===== config.mk =====
export PLATFORM = sky130hd
export DESIGN_NAME = riscv_v_lmul_seq
export DESIGN_NICKNAME = d
export VERILOG_FILES = /design/src/rtl/riscv_v_lmul_seq.sv
export SDC_FILE = /design/constraint.sdc
export NUM_CORES = 1
export LEC_CHECK = 0
export BUFFER_PORTS_ARGS = -buffer_cell sky130_fd_sc_hd__buf_2
export CAP_MARGIN = 20
export CORE_ASPECT_RATIO = 1.5
export CORE_MARGIN = 8
export CORE_UTILIZATION = 25
export DETAILED_ROUTE_END_ITERATION = 8
export PLACE_DENSITY = 0.48
export RECOVER_POWER = 50
export REMOVE_ABC_BUFFERS = 1
export SYNTH_ARGS = -nofsm -noshare
export SYNTH_HDL_FRONTEND = slang
export SYNTH_SLANG_ARGS = --single-unit

===== constraint.sdc =====
create_clock -name clk -period 2.1 [get_ports clk]
set_input_delay 0.105 -clock clk [delete_from_list [all_inputs] [get_ports clk]]
set_output_delay 0.105 -clock clk [all_outputs]
set_load 0.01 [all_outputs]

===== src/rtl/riscv_v_lmul_seq.sv =====
// Register-group micro-op sequencer: expands one vector instruction's LMUL group
// into per-register micro-ops with tail-masked byte enables for the register file.
module riscv_v_lmul_seq #(
    parameter int unsigned NUM_REGS   = 32,
    parameter int unsigned VLEN_BYTES = 16,
    parameter int unsigned ADDR_W     = $clog2(NUM_REGS),
    parameter int unsigned VL_W       = $clog2(8 * VLEN_BYTES) + 1
) (
    input  logic                  clk,
    input  logic                  rst,
    input  logic                  req_valid,
    output logic                  req_ready,
    input  logic [ADDR_W-1:0]     req_vs1,
    input  logic [ADDR_W-1:0]     req_vs2,
    input  logic [ADDR_W-1:0]     req_vd,
    input  logic [1:0]            req_lmul,
    input  logic [VL_W-1:0]       req_vl_bytes,
    input  logic                  kill,
    output logic                  uop_valid,
    input  logic                  uop_ready,
    output logic [ADDR_W-1:0]     uop_rd_addr_A,
    output logic [ADDR_W-1:0]     uop_rd_addr_B,
    output logic [ADDR_W-1:0]     uop_wr_addr,
    output logic [VLEN_BYTES-1:0] uop_wr_en,
    output logic [2:0]            uop_idx,
    output logic                  uop_last,
    output logic                  done,
    output logic                  err
);
    localparam int unsigned SHIFT = $clog2(VLEN_BYTES);

    typedef enum logic [0:0] {IDLE, ISSUE} state_e;

    state_e                state_q, state_d;
    logic                  valid_q, valid_d;
    logic [ADDR_W-1:0]     rd_a_q, rd_a_d, rd_b_q, rd_b_d, wr_q, wr_d;
    logic [VLEN_BYTES-1:0] wr_en_q, wr_en_d;
    logic [2:0]            idx_q, idx_d, last_idx_q, last_idx_d;
    logic                  last_q, last_d, done_q, done_d, err_q, err_d;
    logic [VL_W-1:0]       rem_q, rem_d;

    logic [VL_W-1:0]       cap, vlc;
    logic [ADDR_W-1:0]     ones, amask;
    logic                  misaligned, accept;

    function automatic logic [VLEN_BYTES-1:0] tail_mask(input logic [VL_W-1:0] rem);
        logic [VLEN_BYTES-1:0] m;
        m = '0;
        for (int unsigned b = 0; b < VLEN_BYTES; b++) m[b] = (VL_W'(b) < rem);
        return m;
    endfunction

    assign req_ready = (state_q == IDLE) && !rst;

    always_comb begin
        cap        = VL_W'(VLEN_BYTES) << req_lmul;
        vlc        = (req_vl_bytes < cap) ? req_vl_bytes : cap;
        ones       = '1;
        amask      = ~(ones << req_lmul);
        misaligned = |((req_vs1 | req_vs2 | req_vd) & amask);
        accept     = req_valid && req_ready && !kill;

        state_d    = state_q;
        valid_d    = valid_q;
        rd_a_d     = rd_a_q;
        rd_b_d     = rd_b_q;
        wr_d       = wr_q;
        wr_en_d    = wr_en_q;
        idx_d      = idx_q;
        last_idx_d = last_idx_q;
        last_d     = last_q;
        rem_d      = rem_q;
        done_d     = 1'b0;
        err_d      = 1'b0;

        case (state_q)
            IDLE: begin
                if (accept) begin
                    if (misaligned) begin
                        err_d = 1'b1;
                    end else if (vlc == '0) begin
                        done_d = 1'b1;
                    end else begin
                        state_d    = ISSUE;
                        valid_d    = 1'b1;
                        rd_a_d     = req_vs1;
                        rd_b_d     = req_vs2;
                        wr_d       = req_vd;
                        idx_d      = '0;
                        rem_d      = vlc;
                        // Index of the final register actually touched by vl.
                        last_idx_d = 3'((vlc - VL_W'(1)) >> SHIFT);
                        last_d     = (last_idx_d == '0);
                        wr_en_d    = tail_mask(vlc);
                    end
                end
            end
            ISSUE: begin
                if (kill) begin
                    state_d = IDLE;
                    valid_d = 1'b0;
                    last_d  = 1'b0;
                end else if (uop_ready) begin
                    if (last_q) begin
                        state_d = IDLE;
                        valid_d = 1'b0;
                        last_d  = 1'b0;
                        done_d  = 1'b1;
                    end else begin
                        rd_a_d  = rd_a_q + ADDR_W'(1);
                        rd_b_d  = rd_b_q + ADDR_W'(1);
                        wr_d    = wr_q + ADDR_W'(1);
                        idx_d   = idx_q + 3'd1;
                        rem_d   = rem_q - VL_W'(VLEN_BYTES);
                        last_d  = (idx_d == last_idx_q);
                        wr_en_d = tail_mask(rem_d);
                    end
                end
            end
            default: state_d = IDLE;
        endcase
    end

    always_ff @(posedge clk) begin
        if (rst) begin
            state_q    <= IDLE;
            valid_q    <= 1'b0;
            rd_a_q     <= '0;
            rd_b_q     <= '0;
            wr_q       <= '0;
            wr_en_q    <= '0;
            idx_q      <= '0;
            last_idx_q <= '0;
            last_q     <= 1'b0;
            rem_q      <= '0;
            done_q     <= 1'b0;
            err_q      <= 1'b0;
        end else begin
            state_q    <= state_d;
            valid_q    <= valid_d;
            rd_a_q     <= rd_a_d;
            rd_b_q     <= rd_b_d;
            wr_q       <= wr_d;
            wr_en_q    <= wr_en_d;
            idx_q      <= idx_d;
            last_idx_q <= last_idx_d;
            last_q     <= last_d;
            rem_q      <= rem_d;
            done_q     <= done_d;
            err_q      <= err_d;
        end
    end

    assign uop_valid     = valid_q;
    assign uop_rd_addr_A = rd_a_q;
    assign uop_rd_addr_B = rd_b_q;
    assign uop_wr_addr   = wr_q;
    assign uop_wr_en     = wr_en_q;
    assign uop_idx       = idx_q;
    assign uop_last      = last_q;
    assign done          = done_q;
    assign err           = err_q;
endmodule

==> insert_results.sql, run 1 <==
INSERT INTO impl_metrics (metric_group, metric, value, unit) VALUES
('status', 'run_status', 'complete, no violations', ''),
('sta', 'count_of_endpoints_failing_hold_in_the_final_timing_report', '0', ''),
('logic_synthesis', 'synthesis.area', '0.002943', 'mm²'),
('logic_synthesis', 'synth_area_per_cell', '7.827', 'µm²'),
('min_path', 'worst_hold_startpoint', 'req_vs1[4]', ''),
('placed_design', 'postPlaceCellArea', '0.003670', 'mm²'),
('sta', 'final_max_slew_viol_count', '0', ''),
('die', 'initial_utilization', '25.65', '%'),
('sta', 'min_clock_period_post_route', '2017', 'ps'),
('die', 'io_pins', '69', ''),
('clock_tree', 'cts_root_buf', 'sky130_fd_sc_hd__clkbuf_16', ''),
('logic_synthesis', 'syn_inst', '376', ''),
('logic_synthesis', 'netlist-cell-type-count', '56', ''),
('placed_design', 'port-buffer-count', '68', ''),
('critical_path', 'cp-startpoint', 'state_q$_SDFF_PP0_', ''),
('clock_tree', 'clock_tree_from_tritoncts', 'yes', ''),
('die', 'die_h', '148.9', 'µm'),
('die', 'fp.dieArea', '0.01557', 'mm²'),
('power_and_ir_drop', 'power.leakage', '0.001421', 'µW'),
('cells_and_area', 'layout.cells.non_filler', '612', ''),
('critical_path', 'critical_path_arrival', '2180', 'ps'),
('cells_and_area', 'fillers', '1250', ''),
('critical_path', 'critical_path_class', 'flip-flop to flip-flop', ''),
('logic_synthesis', 'synth_edf_count', '0', ''),
('clock_tree', 'worstSkewPairLatency', '290', 'ps'),
('sta', 'slew-limit-headroom', '56.30', '%'),
('clock_tree', 'htree_num_levels', '2', ''),
('global_routing', 'grt_antenna_before_repair', '0', ''),
('route', 'routed_wl', '10340', 'µm'),
('clock_tree', 'worst_setup_hold_path_clk_slew', '70', 'ps'),
('die', 'fp.dieW', '104.6', 'µm'),
('critical_path', 'cp-start-kind', 'flip-flop', ''),
('job', 'max_cap_viol_count', '0', ''),
('sta', 'worst-slew-pin-transition', '654.8', 'ps'),
('sta', 'grt_setup_unrepaired', 'true', ''),
('cells_and_area', 'finish.instance_area', '0.003929', 'mm²'),
('power_and_ir_drop', 'power_density', '609.4', 'mW/mm²'),
('placed_design', 'place_hpwl', '7684', 'µm'),
('route', 'detail_route.vias_per_cell', '5.170', ''),
('critical_path', 'worst_ep_required_time', '2270', 'ps'),
('global_routing', 'wire_length_of_the_first_global_routing_pass', '16230', 'µm'),
('logic_synthesis', 'yosys_warnings', '0', ''),
('route', 'dr.pass1.iters', '5', ''),
('critical_path', 'r2r_start', 'state_q$_SDFF_PP0_', ''),
('critical_path', 'timing.critical_path.to_type', 'flip-flop', ''),
('die', 'core-area', '0.01147', 'mm²'),
('placed_design', 'placedCellCount', '603', ''),
('critical_path', 'worst-path-max-fanout', '7', ''),
('cells_and_area', 'layout-drive-gt1-share', '21.65', '%'),
('min_path', 'timing.hold.worst.class', 'input port to flip-flop', ''),
('logic_synthesis', 'synth-seq-area-share', '34.01', '%'),
('sta', 'clock.fmax', '495.8', 'MHz'),
('clock_tree', 'post_cts_buffers', '0', ''),
('clock_tree', 'cts_max_path_bufs', '2', ''),
('route', 'drt_drc_violations_left', '0', ''),
('cells_and_area', 'design.final.nets', '501', ''),
('logic_synthesis', 'async_reset_ff_share', '0', '%'),
('route', 'initialDrtViolationCount', '145', ''),
('logic_synthesis', 'prevailing_post_synth_register_cell', 'sky130_fd_sc_hd__dfxtp_1', ''),
('logic_synthesis', 'ys_ff_latch', '50', ''),
('clock_tree', 'clock_tree_sinks', '50', ''),
('global_routing', 'grt_pass1_vias', '3094', ''),
('power_and_ir_drop', 'ir_worst_vdd', '0.3076', 'mV'),
('cells_and_area', 'diodes', '0', ''),
('global_routing', 'gr-total-overflow', '0', ''),
('route', 'wl_per_cell', '16.89', 'µm'),
('placed_design', 'finalWeightedCongestion', '0.8305', ''),
('global_routing', 'grt_max_degree', '41', ''),
('sta', 'setup_viol_count_final', '0', ''),
('clock_tree', 'postCtsHoldBufs', '0', ''),
('route', 'final_antenna_net_count', '0', ''),
('route', 'via_total_after_detailed_routing', '3164', ''),
('sta', 'finalClockSkew', '5.545', 'ps'),
('sta', 'final.period_utilization', '96.04', '%'),
('global_routing', 'grt.total_usage', '12.80', '%'),
('cells_and_area', 'synthToLayoutAreaGrowth', '33.50', '%'),
('clock_tree', 'cts-buffers-inserted', '5', ''),
('die', 'core.rowCount', '48', '');
## worst paths after layout
check                                  end  slack (ps)  depth (start not counted)
max                  rem_q[2]$_SDFFE_PP0P_          80                          7
min          uop_rd_addr_A[4]$_SDFFE_PP0P_         160                          3
max reg2reg          rem_q[2]$_SDFFE_PP0P_          80                          7
min reg2reg      uop_wr_en[0]$_SDFFE_PP0P_         470                          2
## critical path, cell delays in order (launching register included)
cell,delay [ps]
sky130_fd_sc_hd__dfxtp_2,320
sky130_fd_sc_hd__or4b_4,550
sky130_fd_sc_hd__nor4_4,240
sky130_fd_sc_hd__buf_4,190
sky130_fd_sc_hd__a21boi_4,210
sky130_fd_sc_hd__buf_6,150
sky130_fd_sc_hd__mux2i_1,170
sky130_fd_sc_hd__nor2_1,50
## per-stage QoR
stage	power, µW	hold WS [ps]	TNS (ps)	setup WS [ps]	utilization, %
after floorplan	1143	169.6	-38870	-1100	-
after global routing	2493	156.5	-99.67	-33.61	34.25
after global placement	1320	445.2	-738.6	-125.3	31.99
after CTS	2424	143.2	0	13.45	33.88
final	2394	155.1	0	83.13	34.25
after detailed placement	1321	451.4	-1955	-196.0	31.99
## metal layers
metal / wire, µm / part of all wire, % / vias to the layer above / track usage [%]
met5: 0 / 0 / - / 0
met4: 157 / 1.5 / 0 / 6.022
met3: 487 / 4.7 / 8 / 2.552
met2: 5286 / 51 / 86 / 22.52
met1: 4405 / 43 / 1493 / 14.53
li1: - / - / 1577 / -
## flip-flops by register name (all words and copies together), names as in the netlist, 3 cells and up
signal / count
uop_wr_addr: 5
uop_idx: 3
rem_q: 8
uop_rd_addr_B: 5
uop_rd_addr_A: 5
last_idx_q: 3
uop_wr_en: 16
## report_power, final
group | total, µW | internal, µW | switching, µW
clock network | 1090 | 716 | 371
logic | 327 | 137 | 190
registers | 980 | 966 | 14.0
## layout make-up
| type | count | area (µm²) | area share [%] |
|---|---|---|---|
| inverter | 13 | 48.80 | 1.242 |
| clock buffer | 6 | 138.9 | 3.535 |
| sequential | 50 | 1002 | 25.51 |
| timing repair buffer | 109 | 668.1 | 17.01 |
| clock inverter | 2 | 60.06 | 1.529 |
| tap | 150 | 187.7 | 4.777 |
| multi-input combinational | 282 | 1823 | 46.40 |
## cell usage in the layout, fill, tap and decap left out, types with 5 or more instances in the layout
cell type,count
sky130_fd_sc_hd__nand2b_1,8
sky130_fd_sc_hd__nor3_1,10
sky130_fd_sc_hd__o32ai_1,6
sky130_fd_sc_hd__o21ai_0,16
sky130_fd_sc_hd__nand2_1,33
sky130_fd_sc_hd__dfxtp_1,49
sky130_fd_sc_hd__nor2_1,35
sky130_fd_sc_hd__buf_2,31
sky130_fd_sc_hd__and2_1,5
sky130_fd_sc_hd__inv_1,13
sky130_fd_sc_hd__clkbuf_1,37
sky130_fd_sc_hd__o221ai_1,5
sky130_fd_sc_hd__a21oi_1,40
sky130_fd_sc_hd__clkbuf_16,6
sky130_fd_sc_hd__a31oi_1,13
sky130_fd_sc_hd__ha_1,10
sky130_fd_sc_hd__o21ai_1,5
sky130_fd_sc_hd__buf_4,34
sky130_fd_sc_hd__mux2i_1,7
sky130_fd_sc_hd__nand3_1,17
## cells by family after synthesis
group / Yosys count / share of synthesized area (%)
simple gates: 135 / 23.04
compound gates: 123 / 27.55
flops: 50 / 34.01
buf+inv: 44 / 6.590
fa+ha+maj: 10 / 4.252
mux: 8 / 2.764
xor+xnor: 6 / 1.786
## synth_stat cells (2+ instances only)
master / count / area share, %
sky130_fd_sc_hd__nor3_1: 12 / 2.0
sky130_fd_sc_hd__a22oi_1: 2 / 0.51
sky130_fd_sc_hd__o211ai_1: 4 / 1.0
sky130_fd_sc_hd__nor2_1: 35 / 4.5
sky130_fd_sc_hd__nand2_1: 33 / 4.2
sky130_fd_sc_hd__buf_4: 3 / 0.77
sky130_fd_sc_hd__a221oi_1: 2 / 0.60
sky130_fd_sc_hd__nand4_1: 4 / 0.85
sky130_fd_sc_hd__and3_1: 3 / 0.64
sky130_fd_sc_hd__clkbuf_1: 24 / 3.1
sky130_fd_sc_hd__o21ai_1: 2 / 0.34
sky130_fd_sc_hd__mux2i_1: 7 / 2.4
sky130_fd_sc_hd__a31oi_1: 13 / 2.8
sky130_fd_sc_hd__o32ai_1: 6 / 1.8
sky130_fd_sc_hd__nand2b_1: 8 / 1.7
sky130_fd_sc_hd__xor2_1: 3 / 0.89
sky130_fd_sc_hd__o21ai_0: 19 / 3.2
sky130_fd_sc_hd__dfxtp_1: 50 / 34
sky130_fd_sc_hd__o2bb2ai_1: 3 / 0.89
sky130_fd_sc_hd__a31o_2: 2 / 0.60
sky130_fd_sc_hd__nand4b_1: 2 / 0.60
sky130_fd_sc_hd__or3_1: 3 / 0.64
sky130_fd_sc_hd__o221a_2: 2 / 0.77
sky130_fd_sc_hd__and2_1: 5 / 1.1
sky130_fd_sc_hd__ha_1: 10 / 4.3
sky130_fd_sc_hd__buf_6: 2 / 0.77
sky130_fd_sc_hd__a21oi_1: 42 / 7.1
sky130_fd_sc_hd__a211oi_1: 5 / 1.3
sky130_fd_sc_hd__xnor2_1: 3 / 0.89
sky130_fd_sc_hd__nand3_1: 17 / 2.9
sky130_fd_sc_hd__nor4_1: 4 / 0.85
sky130_fd_sc_hd__o31a_1: 2 / 0.60
sky130_fd_sc_hd__o221ai_1: 6 / 1.8
sky130_fd_sc_hd__o41ai_1: 2 / 0.60
sky130_fd_sc_hd__buf_2: 2 / 0.34
sky130_fd_sc_hd__inv_1: 13 / 1.7
sky130_fd_sc_hd__o311a_1: 2 / 0.68
## timing repair
item / CTS / global route
cloned: 0 / 1
gates resized for setup: 3 / 16
pin swaps: 1 / 0
endpoints found under the setup margin: 31 / 38
No activity file was read; power rests on OpenSTA's default activity.
==> run 2: changes to the inputs <==
--- a/config.mk
+++ b/config.mk
@@ -14,6 +14,7 @@
 export PLACE_DENSITY = 0.48
 export RECOVER_POWER = 50
 export REMOVE_ABC_BUFFERS = 1
+export SLEW_MARGIN = 30
 export SYNTH_ARGS = -nofsm -noshare
 export SYNTH_HDL_FRONTEND = slang
 export SYNTH_SLANG_ARGS = --single-unit
==> constraint.sdc (replaced) <==
create_clock -name clk -period 2.1 [get_ports clk]
set_input_delay 0.315 -clock clk [delete_from_list [all_inputs] [get_ports clk]]
set_output_delay 0.315 -clock clk [all_outputs]
set_load 0.01 [all_outputs]
==> run 2 against run 1 <==
  * Maximum frequency rose by 0.12%
  * First-iteration DRC count rose by 37%
  * Design area rose by 4.9%
  * Largest power group unchanged
  * Sequential power barely moved
  * Clock-buffer cell count did not move
  * Combinational power rose by 13%
  * Final cell count rose by 3.6%
  * Die area did not move
==> insert_results.sql, run 2 (same netlist as run 1, synthesis figures left out) <==
INSERT INTO impl_metrics (metric_group, metric, value, unit) VALUES
('status', 'run_status', 'complete, no violations', ''),
('route', 'final_antenna_net_count', '0', ''),
('critical_path', 'critical_path_class', 'flip-flop to flip-flop', ''),
('clock_tree', 'cts_max_path_bufs', '2', ''),
('placed_design', 'port-buffer-count', '68', ''),
('clock_tree', 'postCtsHoldBufs', '0', ''),
('sta', 'final.period_utilization', '95.92', '%'),
('sta', 'count_of_endpoints_failing_hold_in_the_final_timing_report', '0', ''),
('route', 'drt_drc_violations_left', '0', ''),
('die', 'core.rowCount', '48', ''),
('critical_path', 'worst-path-max-fanout', '15', ''),
('die', 'die_h', '148.9', 'µm'),
('cells_and_area', 'design.final.nets', '523', ''),
('critical_path', 'cpMostUsedCell', 'sky130_fd_sc_hd__buf_4', ''),
('critical_path', 'reg2reg_depth', '7', ''),
('die', 'io_pins', '69', ''),
('global_routing', 'grt_antenna_before_repair', '0', ''),
('sta', 'grt_setup_unrepaired', 'true', ''),
('global_routing', 'wire_length_of_the_first_global_routing_pass', '16770', 'µm'),
('global_routing', 'gr-total-overflow', '0', ''),
('critical_path', 'cp-start-kind', 'flip-flop', ''),
('power_and_ir_drop', 'ir_worst_vdd', '0.2787', 'mV'),
('clock_tree', 'worstSkewPairLatency', '290', 'ps'),
('critical_path', 'worst-path-stages', '7', ''),
('route', 'initialDrtViolationCount', '198', ''),
('die', 'fp.dieW', '104.6', 'µm'),
('sta', 'worst-slew-pin-transition', '494.0', 'ps'),
('cells_and_area', 'multi_input_comb_area', '0.001867', 'mm²'),
('sta', 'clock.fmax', '496.4', 'MHz'),
('cells_and_area', 'layout_common_cells', '55 x sky130_fd_sc_hd__buf_4, 49 x sky130_fd_sc_hd__dfxtp_1, 45 x sky130_fd_sc_hd__buf_2', ''),
('placed_design', 'place_hpwl', '7873', 'µm'),
('clock_tree', 'cts-buffers-inserted', '5', ''),
('critical_path', 'critPathSlowestCell', 'sky130_fd_sc_hd__or4b_4', ''),
('critical_path', 'timing.critical_path.to_type', 'flip-flop', ''),
('clock_tree', 'cts_root_buf', 'sky130_fd_sc_hd__clkbuf_16', ''),
('sta', 'min_clock_period_post_route', '2014', 'ps'),
('cells_and_area', 'diodes', '0', ''),
('critical_path', 'crit_chain', 'or4b_4, nor4_4, buf_4, o221ai_4, buf_12, buf_4, o32ai_1', ''),
('die', 'core-area', '0.01147', 'mm²'),
('global_routing', 'grt_max_degree', '43', ''),
('sta', 'finalClockSkew', '6.921', 'ps'),
('cells_and_area', 'largest_register_ff_count', '16', ''),
('clock_tree', 'clock_tree_from_tritoncts', 'yes', ''),
('die', 'fp.dieArea', '0.01557', 'mm²'),
('min_path', 'timing.hold.worst.class', 'input port to flip-flop', ''),
('sta', 'slew-limit-headroom', '67.06', '%'),
('cells_and_area', 'layout-drive-gt1-share', '29.13', '%'),
('sta', 'final_max_slew_viol_count', '0', ''),
('cells_and_area', 'synthToLayoutAreaGrowth', '40.05', '%'),
('sta', 'setup_viol_count_final', '0', ''),
('power_and_ir_drop', 'power', '2331', 'µW'),
('placed_design', 'finalWeightedCongestion', '0.8334', ''),
('route', 'via_total_after_detailed_routing', '3271', ''),
('global_routing', 'grt.total_usage', '13.18', '%'),
('route', 'routed_wl', '10700', 'µm'),
('power_and_ir_drop', 'power.leakage', '0.001585', 'µW'),
('cells_and_area', 'finish.instance_area', '0.004121', 'mm²'),
('min_path', 'worstHoldPathCells', '3', ''),
('critical_path', 'critPathMaxStageDelay', '570', 'ps'),
('power_and_ir_drop', 'power_density', '565.5', 'mW/mm²'),
('cells_and_area', 'area.sequential', '0.001002', 'mm²'),
('critical_path', 'critical_path_arrival', '2220', 'ps'),
('job', 'max_cap_viol_count', '0', ''),
('clock_tree', 'htree_num_levels', '2', ''),
('critical_path', 'worst_ep_required_time', '2310', 'ps'),
('cells_and_area', 'fillers', '1228', ''),
('sta', 'worst_slack_on_hold_paths', '352.9', 'ps'),
('route', 'dr.pass1.iters', '4', ''),
('route', 'wl_per_cell', '16.88', 'µm'),
('cells_and_area', 'layout_commonest_cell', 'sky130_fd_sc_hd__buf_4', ''),
('critical_path', 'worstPathBufferInverterCount', '3', ''),
('placed_design', 'postPlaceCellArea', '0.003817', 'mm²'),
('route', 'detail_route.vias_per_cell', '5.159', ''),
('global_routing', 'grt_pass1_vias', '3231', ''),
('clock_tree', 'worst_setup_hold_path_clk_slew', '70', 'ps'),
('clock_tree', 'clock_tree_sinks', '50', ''),
('die', 'initial_utilization', '25.65', '%'),
('critical_path', 'cpLargestDelayFamily', 'simple AND/OR/NAND/NOR gates', '');
run 2: what timing repair did:
| action | CTS | global route |
|---|---|---|
| pin swaps | 1 | 3 |
| gates cloned | 1 | 1 |
| setup endpoints to repair | 38 | 46 |
| setup buffers | 1 | 2 |
| resized for setup | 3 | 21 |
run 2: metrics by stage:
stage	util, %	instances	worst slack, ps	setup TNS (ps)
2_1_floorplan	-	345	-1100	-38870
3_3_place_gp	33.28	621	-231.0	-8067
3_5_place_dp	33.28	621	-288.7	-10250
4_1_cts	35.11	631	-0.2414	-0.2414
5_1_grt	35.93	634	-26.10	-117.6
6_report	35.93	634	85.63	0
run 2: layout make-up:
type	count	area share (%)
Multi-Input combinational cell	283	45.29
Sequential cell	50	24.32
Timing Repair Buffer	130	20.34
Tap cell	150	4.554
Clock buffer	6	3.370
Inverter	13	1.184
Clock inverter	2	0.9411
run 2: final timing paths:
path | from | to | slack [ps]
min reg2reg | uop_wr_en[7]$_SDFFE_PP0P_ | uop_wr_en[7]$_SDFFE_PP0P_ | 450
min | req_vl_bytes[0] | uop_wr_en[2]$_SDFFE_PP0P_ | 350
max | state_q$_SDFF_PP0_ | uop_rd_addr_A[4]$_SDFFE_PP0P_ | 90
max reg2reg | state_q$_SDFF_PP0_ | uop_rd_addr_A[4]$_SDFFE_PP0P_ | 90
run 2: tightest hold or removal path, delay by kind of cell:
kind	cells	cell delay, ps
buffers and inverters	1	120
AND/OR/NAND/NOR	1	90
AO/OA/AOI/OAI	1	80
run 2: layer usage:
metal	track usage, %	vias up	share of wire, %
met5	0	-	0
met4	5.090	0	2.0
met3	2.509	13	4.3
met2	23.42	90	50
met1	15.26	1559	44
li1	-	1609	-
run 2: report_power, final:
group          switching, µW  internal (µW)  total [µW]  leakage, µW
combinational            203            166         369      0.00109
clock                    382            600         982    0.0000875
sequential              13.6            966         980     0.000404
total                    598           1730        2330      0.00159
